### src/rtl/adsr_pitch_env_multi_if.sv
// rtl/adsr_pitch_env_multi_if.sv - gate/rate inputs and envelope outputs of adsr_pitch_env_multi
interface adsr_pitch_env_multi_if #(
    parameter int N_CH          = 4,
    parameter int VOLUME_BITS   = 8,
    parameter int FRAC_BITS     = 10,
    parameter int FREQ_RES_BITS = 8
);
    logic [N_CH-1:0]                    gate;
    logic [VOLUME_BITS+FRAC_BITS-1:0]   attack_inc;
    logic [VOLUME_BITS+FRAC_BITS-1:0]   decay_inc;
    logic [VOLUME_BITS+FRAC_BITS-1:0]   release_inc;
    logic [VOLUME_BITS-1:0]             sustain_lvl;
    logic [FREQ_RES_BITS-1:0]           pitch_depth;
    logic [N_CH*VOLUME_BITS-1:0]        volume_out;
    logic [N_CH*FREQ_RES_BITS-1:0]      freq_add_out;
    logic [N_CH-1:0]                    active;
    logic [N_CH-1:0]                    done;

    modport master (
        output gate, attack_inc, decay_inc, release_inc, sustain_lvl, pitch_depth,
        input  volume_out, freq_add_out, active, done
    );

    modport slave (
        input  gate, attack_inc, decay_inc, release_inc, sustain_lvl, pitch_depth,
        output volume_out, freq_add_out, active, done
    );
endinterface

### src/rtl/adsr_pitch_env_multi.sv
// rtl/adsr_pitch_env_multi.sv - multi-channel ADSR envelope with decaying pitch offset; ENV_EXP_RELEASE_EN selects exponential release
module adsr_pitch_env_multi #(
    parameter int N_CH          = 4,
    parameter int VOLUME_BITS   = 8,
    parameter int FRAC_BITS     = 10,
    parameter int MAX_VOL       = 64,
    parameter int FREQ_RES_BITS = 8,
    parameter int TICK_DIV      = 256,
    parameter int PITCH_DIV     = 64
) (
    input  logic                   mclk,
    input  logic                   rst,
    adsr_pitch_env_multi_if.slave  bus
);
    localparam int AW = VOLUME_BITS + FRAC_BITS;
    localparam int TW = (TICK_DIV > 2) ? $clog2(TICK_DIV) : 1;
    localparam int PW = (PITCH_DIV > 1) ? $clog2(PITCH_DIV) : 1;
    localparam logic [AW:0] PEAK = (AW+1)'(MAX_VOL) << FRAC_BITS;

    typedef enum logic [2:0] {IDLE, ATTACK, DECAY, SUSTAIN, RELEASE} state_t;

    logic [TW-1:0]            pre_cnt;
    logic                     tick;
    state_t                   state    [N_CH];
    state_t                   nx_state [N_CH];
    logic [AW-1:0]            acc      [N_CH];
    logic [AW-1:0]            nx_acc   [N_CH];
    logic [FREQ_RES_BITS-1:0] freq     [N_CH];
    logic [FREQ_RES_BITS-1:0] nx_freq  [N_CH];
    logic [PW-1:0]            pcnt     [N_CH];
    logic [PW-1:0]            nx_pcnt  [N_CH];
    logic [VOLUME_BITS-1:0]   vol      [N_CH];
    logic [N_CH-1:0]          gate_prev;
    logic [N_CH-1:0]          rise;
    logic [N_CH-1:0]          fall;
    logic [N_CH-1:0]          nx_done;
    logic [N_CH-1:0]          active_q;
    logic [N_CH-1:0]          done_q;
    logic [AW:0]              s_lvl;
    logic [AW:0]              step;

    assign tick = (pre_cnt == TW'(TICK_DIV - 1));
    assign rise = bus.gate & ~gate_prev;
    assign fall = ~bus.gate & gate_prev;

    // Shared free-running tick prescaler
    always_ff @(posedge mclk or posedge rst) begin
        if (rst) pre_cnt <= '0;
        else     pre_cnt <= tick ? '0 : pre_cnt + TW'(1);
    end

    // Next-state and level arithmetic per channel; one spare bit keeps saturation from wrapping
    always_comb begin
        s_lvl = (bus.sustain_lvl > VOLUME_BITS'(MAX_VOL)) ? PEAK
                                                          : ((AW+1)'(bus.sustain_lvl) << FRAC_BITS);
        step  = '0;
        for (int c = 0; c < N_CH; c++) begin
            nx_state[c] = state[c];
            nx_acc[c]   = acc[c];
            nx_freq[c]  = freq[c];
            nx_pcnt[c]  = pcnt[c];
            nx_done[c]  = 1'b0;
            if (rise[c]) begin
                // retrigger keeps acc so the attack resumes without a click
                nx_state[c] = ATTACK;
                nx_freq[c]  = bus.pitch_depth;
                nx_pcnt[c]  = '0;
            end else if (fall[c] && (state[c] == ATTACK || state[c] == DECAY || state[c] == SUSTAIN)) begin
                nx_state[c] = RELEASE;
            end else if (tick && state[c] != IDLE) begin
                if (pcnt[c] == PW'(PITCH_DIV - 1)) begin
                    nx_pcnt[c] = '0;
                    if (freq[c] != '0) nx_freq[c] = freq[c] - FREQ_RES_BITS'(1);
                end else begin
                    nx_pcnt[c] = pcnt[c] + PW'(1);
                end
                case (state[c])
                    ATTACK: begin
                        step = {1'b0, acc[c]} + {1'b0, bus.attack_inc};
                        if (step >= PEAK) begin
                            nx_acc[c]   = PEAK[AW-1:0];
                            nx_state[c] = DECAY;
                        end else begin
                            nx_acc[c] = step[AW-1:0];
                        end
                    end
                    DECAY: begin
                        step = s_lvl + {1'b0, bus.decay_inc};
                        if ({1'b0, acc[c]} <= step) begin
                            nx_acc[c]   = s_lvl[AW-1:0];
                            nx_state[c] = SUSTAIN;
                        end else begin
                            nx_acc[c] = acc[c] - bus.decay_inc;
                        end
                    end
                    RELEASE: begin
`ifdef ENV_EXP_RELEASE_EN
                        step = ({1'b0, acc[c]} >> bus.release_inc[3:0]) + (AW+1)'(1);
`else
                        step = {1'b0, bus.release_inc};
`endif
                        if ({1'b0, acc[c]} <= step) begin
                            nx_acc[c]   = '0;
                            nx_state[c] = IDLE;
                            nx_done[c]  = 1'b1;
                        end else begin
                            nx_acc[c] = acc[c] - step[AW-1:0];
                        end
                    end
                    default: ;
                endcase
            end
            if (nx_state[c] == IDLE) begin
                nx_acc[c]  = '0;
                nx_freq[c] = '0;
                nx_pcnt[c] = '0;
            end
        end
    end

    // Channel state, level, pitch and registered outputs
    always_ff @(posedge mclk or posedge rst) begin
        if (rst) begin
            gate_prev <= '0;
            active_q  <= '0;
            done_q    <= '0;
            for (int c = 0; c < N_CH; c++) begin
                state[c] <= IDLE;
                acc[c]   <= '0;
                freq[c]  <= '0;
                pcnt[c]  <= '0;
                vol[c]   <= '0;
            end
        end else begin
            gate_prev <= bus.gate;
            done_q    <= nx_done;
            for (int c = 0; c < N_CH; c++) begin
                state[c]    <= nx_state[c];
                acc[c]      <= nx_acc[c];
                freq[c]     <= nx_freq[c];
                pcnt[c]     <= nx_pcnt[c];
                vol[c]      <= acc[c][AW-1:FRAC_BITS];
                active_q[c] <= (nx_state[c] != IDLE);
            end
        end
    end

    for (genvar c = 0; c < N_CH; c++) begin : g_out
        assign bus.volume_out[c*VOLUME_BITS +: VOLUME_BITS]       = vol[c];
        assign bus.freq_add_out[c*FREQ_RES_BITS +: FREQ_RES_BITS] = freq[c];
    end
    assign bus.active = active_q;
    assign bus.done   = done_q;
endmodule

### src/flat_wrapper.sv
// flat-port wrapper written by rule: the top's interface ports become plain ports
module adsr_pitch_env_multi_flat 
#(
    parameter int N_CH          = 4,
    parameter int VOLUME_BITS   = 8,
    parameter int FRAC_BITS     = 10,
    parameter int MAX_VOL       = 64,
    parameter int FREQ_RES_BITS = 8,
    parameter int TICK_DIV      = 256,
    parameter int PITCH_DIV     = 64
)
  (mclk, rst, bus_gate, bus_attack_inc, bus_decay_inc, bus_release_inc, bus_sustain_lvl, bus_pitch_depth, bus_volume_out, bus_freq_add_out, bus_active, bus_done);
  adsr_pitch_env_multi_if #(.N_CH(N_CH), .VOLUME_BITS(VOLUME_BITS), .FRAC_BITS(FRAC_BITS), .FREQ_RES_BITS(FREQ_RES_BITS)) bus_i ();
  input  logic mclk;
  input  logic rst;
  input wire logic [$bits(bus_i.gate)-1:0] bus_gate;
  input wire logic [$bits(bus_i.attack_inc)-1:0] bus_attack_inc;
  input wire logic [$bits(bus_i.decay_inc)-1:0] bus_decay_inc;
  input wire logic [$bits(bus_i.release_inc)-1:0] bus_release_inc;
  input wire logic [$bits(bus_i.sustain_lvl)-1:0] bus_sustain_lvl;
  input wire logic [$bits(bus_i.pitch_depth)-1:0] bus_pitch_depth;
  output wire logic [$bits(bus_i.volume_out)-1:0] bus_volume_out;
  output wire logic [$bits(bus_i.freq_add_out)-1:0] bus_freq_add_out;
  output wire logic [$bits(bus_i.active)-1:0] bus_active;
  output wire logic [$bits(bus_i.done)-1:0] bus_done;
  assign bus_i.gate = bus_gate;
  assign bus_i.attack_inc = bus_attack_inc;
  assign bus_i.decay_inc = bus_decay_inc;
  assign bus_i.release_inc = bus_release_inc;
  assign bus_i.sustain_lvl = bus_sustain_lvl;
  assign bus_i.pitch_depth = bus_pitch_depth;
  assign bus_volume_out = bus_i.volume_out;
  assign bus_freq_add_out = bus_i.freq_add_out;
  assign bus_active = bus_i.active;
  assign bus_done = bus_i.done;
  adsr_pitch_env_multi #(.N_CH(N_CH), .VOLUME_BITS(VOLUME_BITS), .FRAC_BITS(FRAC_BITS), .MAX_VOL(MAX_VOL), .FREQ_RES_BITS(FREQ_RES_BITS), .TICK_DIV(TICK_DIV), .PITCH_DIV(PITCH_DIV)) u_core (.mclk(mclk), .rst(rst), .bus(bus_i));
endmodule
### config.mk
export PLATFORM = sky130hd
export DESIGN_NAME = adsr_pitch_env_multi_flat
export DESIGN_NICKNAME = d
export VERILOG_FILES = /design/src/rtl/adsr_pitch_env_multi_if.sv /design/src/rtl/adsr_pitch_env_multi.sv /design/src/flat_wrapper.sv
export SDC_FILE = /design/constraint.sdc
export NUM_CORES = 1
export LEC_CHECK = 0
export CAP_MARGIN = 20
export CORE_ASPECT_RATIO = 1.5
export CORE_UTILIZATION = 50
export DETAILED_ROUTE_END_ITERATION = 16
export PLACE_DENSITY = 0.71
export SLEW_MARGIN = 10
export SYNTH_ARGS = -nofsm -noshare
export SYNTH_HDL_FRONTEND = slang
export SYNTH_SLANG_ARGS = --single-unit
### constraint.sdc
create_clock -name mclk -period 5.5 [get_ports mclk]
set_input_delay 0.55 -clock mclk [delete_from_list [all_inputs] [get_ports mclk]]
set_output_delay 0.55 -clock mclk [all_outputs]
set_load 0.01 [all_outputs]
==> impl_metrics.tcl <==
set metrics [dict create \
    drt-pass1-iter-count 9 \
    timing.final.hold_violations 0 \
    crit_chain "clkdlybuf4s50_1, ha_1, inv_1, fa_1, a21oi_1, o21ai_1, a2111oi_1, o31ai_1, a2111oi_0, or3_1, a31oi_1, nor2_1, o2111a_2, inv_2, a222oi_1, o21ba_1" \
    worst_setup_skew_after_layout_ps 19.7 \
    mappedNetlistArea_um2 20400 \
    drv_slew 0 \
    initial_core_utilization_pct 50.7 \
    critical_path.slowest_cell "sky130_fd_sc_hd__clkdlybuf4s50_1" \
    reg2reg_to "u_core.acc[28]$_DFFE_PP0P_" \
    chipHeight_um 250 \
    drt_wl_total_um 69000 \
    startpoint_type "primary input" \
    post-synth-top-area-cell "sky130_fd_sc_hd__dfrtp_1" \
    detailedRoute.firstIterationViolations 1569 \
    numCtsBuffers 17 \
    synth_edf_count 0 \
    layout_setup_ws_ps 615 \
    maxCapViolCount 0 \
    synthesis.area_per_instance_um2 8.20 \
    leakagePower_nw 10.7 \
    setup.reg_to_reg.worst_slack_ps 980 \
    clock_sink_count 192 \
    synthDominantCellAreaShare_pct 23.5 \
    synthCells 2491 \
    row_count 90 \
    design.final.nets 2989 \
    synth_sequential_area_ratio_pct 23.5 \
    slowest_stage_delay_on_critical_path_ps 710 \
    area.sequential_um2 4800 \
    dp_hpwl_um 56000 \
    synth.most_common_cell "sky130_fd_sc_hd__ha_1" \
    synth.area.top_cells "sky130_fd_sc_hd__dfrtp_1, sky130_fd_sc_hd__ha_1, sky130_fd_sc_hd__a21oi_1" \
    slew-limit-headroom_pct 30.4 \
    timing.setup.tns_ps 0 \
    crit-reg2reg-launch "u_core.acc[18]$_DFFE_PP0P_" \
    vias 20000 \
    hold_path.startpoint "u_core.pre_cnt[0]$_DFF_PP0_" \
    cp-end-kind "flop" \
    width_of_the_die_um 167 \
    cts.path.max_buffers 2 \
    gp_congestion 0.979 \
    setup_viol 0 \
    cellPowerDensity_nw_per_um2 308 \
    drive_gt1_share_pct 5.13 \
    holdPathEnd "u_core.pre_cnt[0]$_DFF_PP0_" \
    crit_buf_inv 3 \
    max-vdd-ir-drop_v 0.000233 \
    antenna_cells 0 \
    synth_nets 2839 \
    run_status "finished clean" \
    path_depth 16 \
    r2r.worst_path.cells 16 \
    cts.clk_slew.worst_paths_ps 80 \
    pre_cts_ws_ps 232 \
    fillerInstances 3686 \
    yosys_most_used_dff "sky130_fd_sc_hd__dfrtp_1" \
    timing_worst_setup_path_type "in -> reg" \
    cts.root.buffer_cell "sky130_fd_sc_hd__clkbuf_16" \
    share_of_flip_flops_with_an_asynchronous_set_or_reset_pct 100 \
    timing.critical_path.fanout_max 16 \
    hold_buffers 0 \
    pin_count_of_the_biggest_net_entering_global_routing 130 \
    multi_input_comb_area_um2 14900 \
    io-pin-count 148 \
    first_global_vias 19100 \
    postSynthRegisterBits 192 \
    fin_crit_ps 4890 \
    grtUsageMet1_pct 38.1 \
    grt.busiest_layer "met2" \
    yosys.cell_types.count 101 \
    fmax_mhz 205 \
    placement.io_buffers 147 \
    critPathArrivalTime_ps 5240 \
    tightest_slew_ps 1040 \
    min-delay-path-class "reg -> reg" \
    dieArea_um2 41700 \
    post-cts-setup-buffer-count 0 \
    ys_top_cells_by_count "sky130_fd_sc_hd__ha_1, sky130_fd_sc_hd__a21oi_1, sky130_fd_sc_hd__nor2_1" \
    coreArea_um2 40300 \
    final.period_utilization_pct 88.8 \
    grt_setup_unrepaired "no" \
    avgViaCountPerCell 6.33 \
    wl_per_cell_um 21.8 \
    postCtsResizedCells 0 \
    drcViolationCount 0 \
    hold_path_depth 1 \
    grt_overflow_total 0 \
    final_antenna_net_count 0 \
    yosys_warnings 0 \
    timing.critical_path.required_ps 5850 \
    cts_tree "done" \
    antenna_violations_before_repair 0 \
    areaGrowthSynthToFinish_pct 13.8 \
    grt_pass1_wl_um 106000 \
    cts.htree.levels 4 \
    crit_family "compound AO/OA/AOI/OAI gates" \
    total_track_usage_pct 32.9 \
    clk_latency_ps 470 \
    met2_usage_pct 55.0 \
    grt_util_met3_pct 3.39 \
]
==> registers in the layout (all words and copies together) (netlist names) <==
| signal | cells |
|---|---|
| u_core.pcnt | 24 |
| u_core.bus.freq_add_out | 32 |
| u_core.pre_cnt | 8 |
| u_core.gate_prev | 4 |
| u_core.state | 12 |
| u_core.acc | 72 |
| u_core.bus.volume_out | 32 |
| u_core.bus.done | 4 |
| u_core.bus.active | 4 |
==> worst max path at each step <==
| stage | from | to |
|---|---|---|
| 2_1_floorplan | bus_sustain_lvl[7] | u_core.acc[56]$_DFFE_PP0P_ |
| 3_3_place_gp | bus_sustain_lvl[7] | u_core.acc[64]$_DFFE_PP0P_ |
| 3_5_place_dp | bus_sustain_lvl[7] | u_core.acc[64]$_DFFE_PP0P_ |
| 4_1_cts | bus_sustain_lvl[7] | u_core.acc[64]$_DFFE_PP0P_ |
| 5_1_grt | bus_sustain_lvl[7] | u_core.acc[12]$_DFFE_PP0P_ |
| 6_report | bus_release_inc[0] | u_core.acc[28]$_DFFE_PP0P_ |
==> cell usage in the layout, fill, tap and decap left out, drive strengths merged, types with 22 or more instances in the layout <==
cell type,netlist,layout
buf,15,53
nand3,60,60
o21a,31,31
ha,259,259
xnor2,135,135
nor2b,29,29
or3,22,22
clkdlybuf4s50,0,147
xor2,71,71
a21o,76,76
nor2,248,248
nor3,84,84
inv,123,128
o21ai,137,137
a21oi,251,251
nand4,24,24
dfrtp,192,192
and3,37,37
a211oi,46,46
o21bai,30,30
nand2,163,163
nand2b,36,36
o211ai,22,22
==> layer usage <==
layer | vias up | share of wire [%]
li1 | 9571 | -
met1 | 9492 | 40
met2 | 737 | 47
met3 | 211 | 4.8
met4 | 0 | 9.0
met5 | - | 0
==> stage by stage <==
| step | instances | total power, mW | util, % | instance area (µm²) | hold WS [ps] |
|---|---|---|---|---|---|
| after floorplan | 2491 | 4.71 | - | 20400 | 425 |
| after global placement | 3128 | 5.74 | 56.3 | 22700 | 464 |
| after global routing | 3159 | 7.66 | 57.7 | 23300 | 505 |
| final | 3159 | 7.16 | 57.7 | 23300 | 490 |
| after CTS | 3159 | 7.11 | 57.7 | 23300 | 492 |
| after detailed placement | 3128 | 5.83 | 56.3 | 22700 | 475 |
==> final cells by class <==
cell class                 count  share of cell area [%]
inverter                     123                    2.00
multi-input combinational   2107                    64.0
clock inverter                12                   0.522
sequential                   192                    20.7
timing repair buffer         200                    8.15
clock buffer                  19                    1.90
tap                          506                    2.72
==> cells by family (layout without fill, tap and decap cells) <==
group	count (synthesis)	after routing	share of synthesized area, %
other	1	1	0.0184
xor gates and xnor gates	207	207	8.94
adders and majority gates	273	273	17.2
and+or+nand+nor	775	775	18.2
buffers and inverters	192	354	3.64
AOI/OAI and AO/OA	839	839	28.0
muxes	12	12	0.600
DFF	192	192	23.5
==> power by group <==
part / leakage [nW] / internal [mW] / total (mW) / switching [mW]
sequential: 2.51 / 1.62 / 1.95 / 0.332
combinational: 7.95 / 1.74 / 3.95 / 2.21
clock: 0.268 / 0.611 / 1.26 / 0.648
Power figures use the tool's default switching activity.
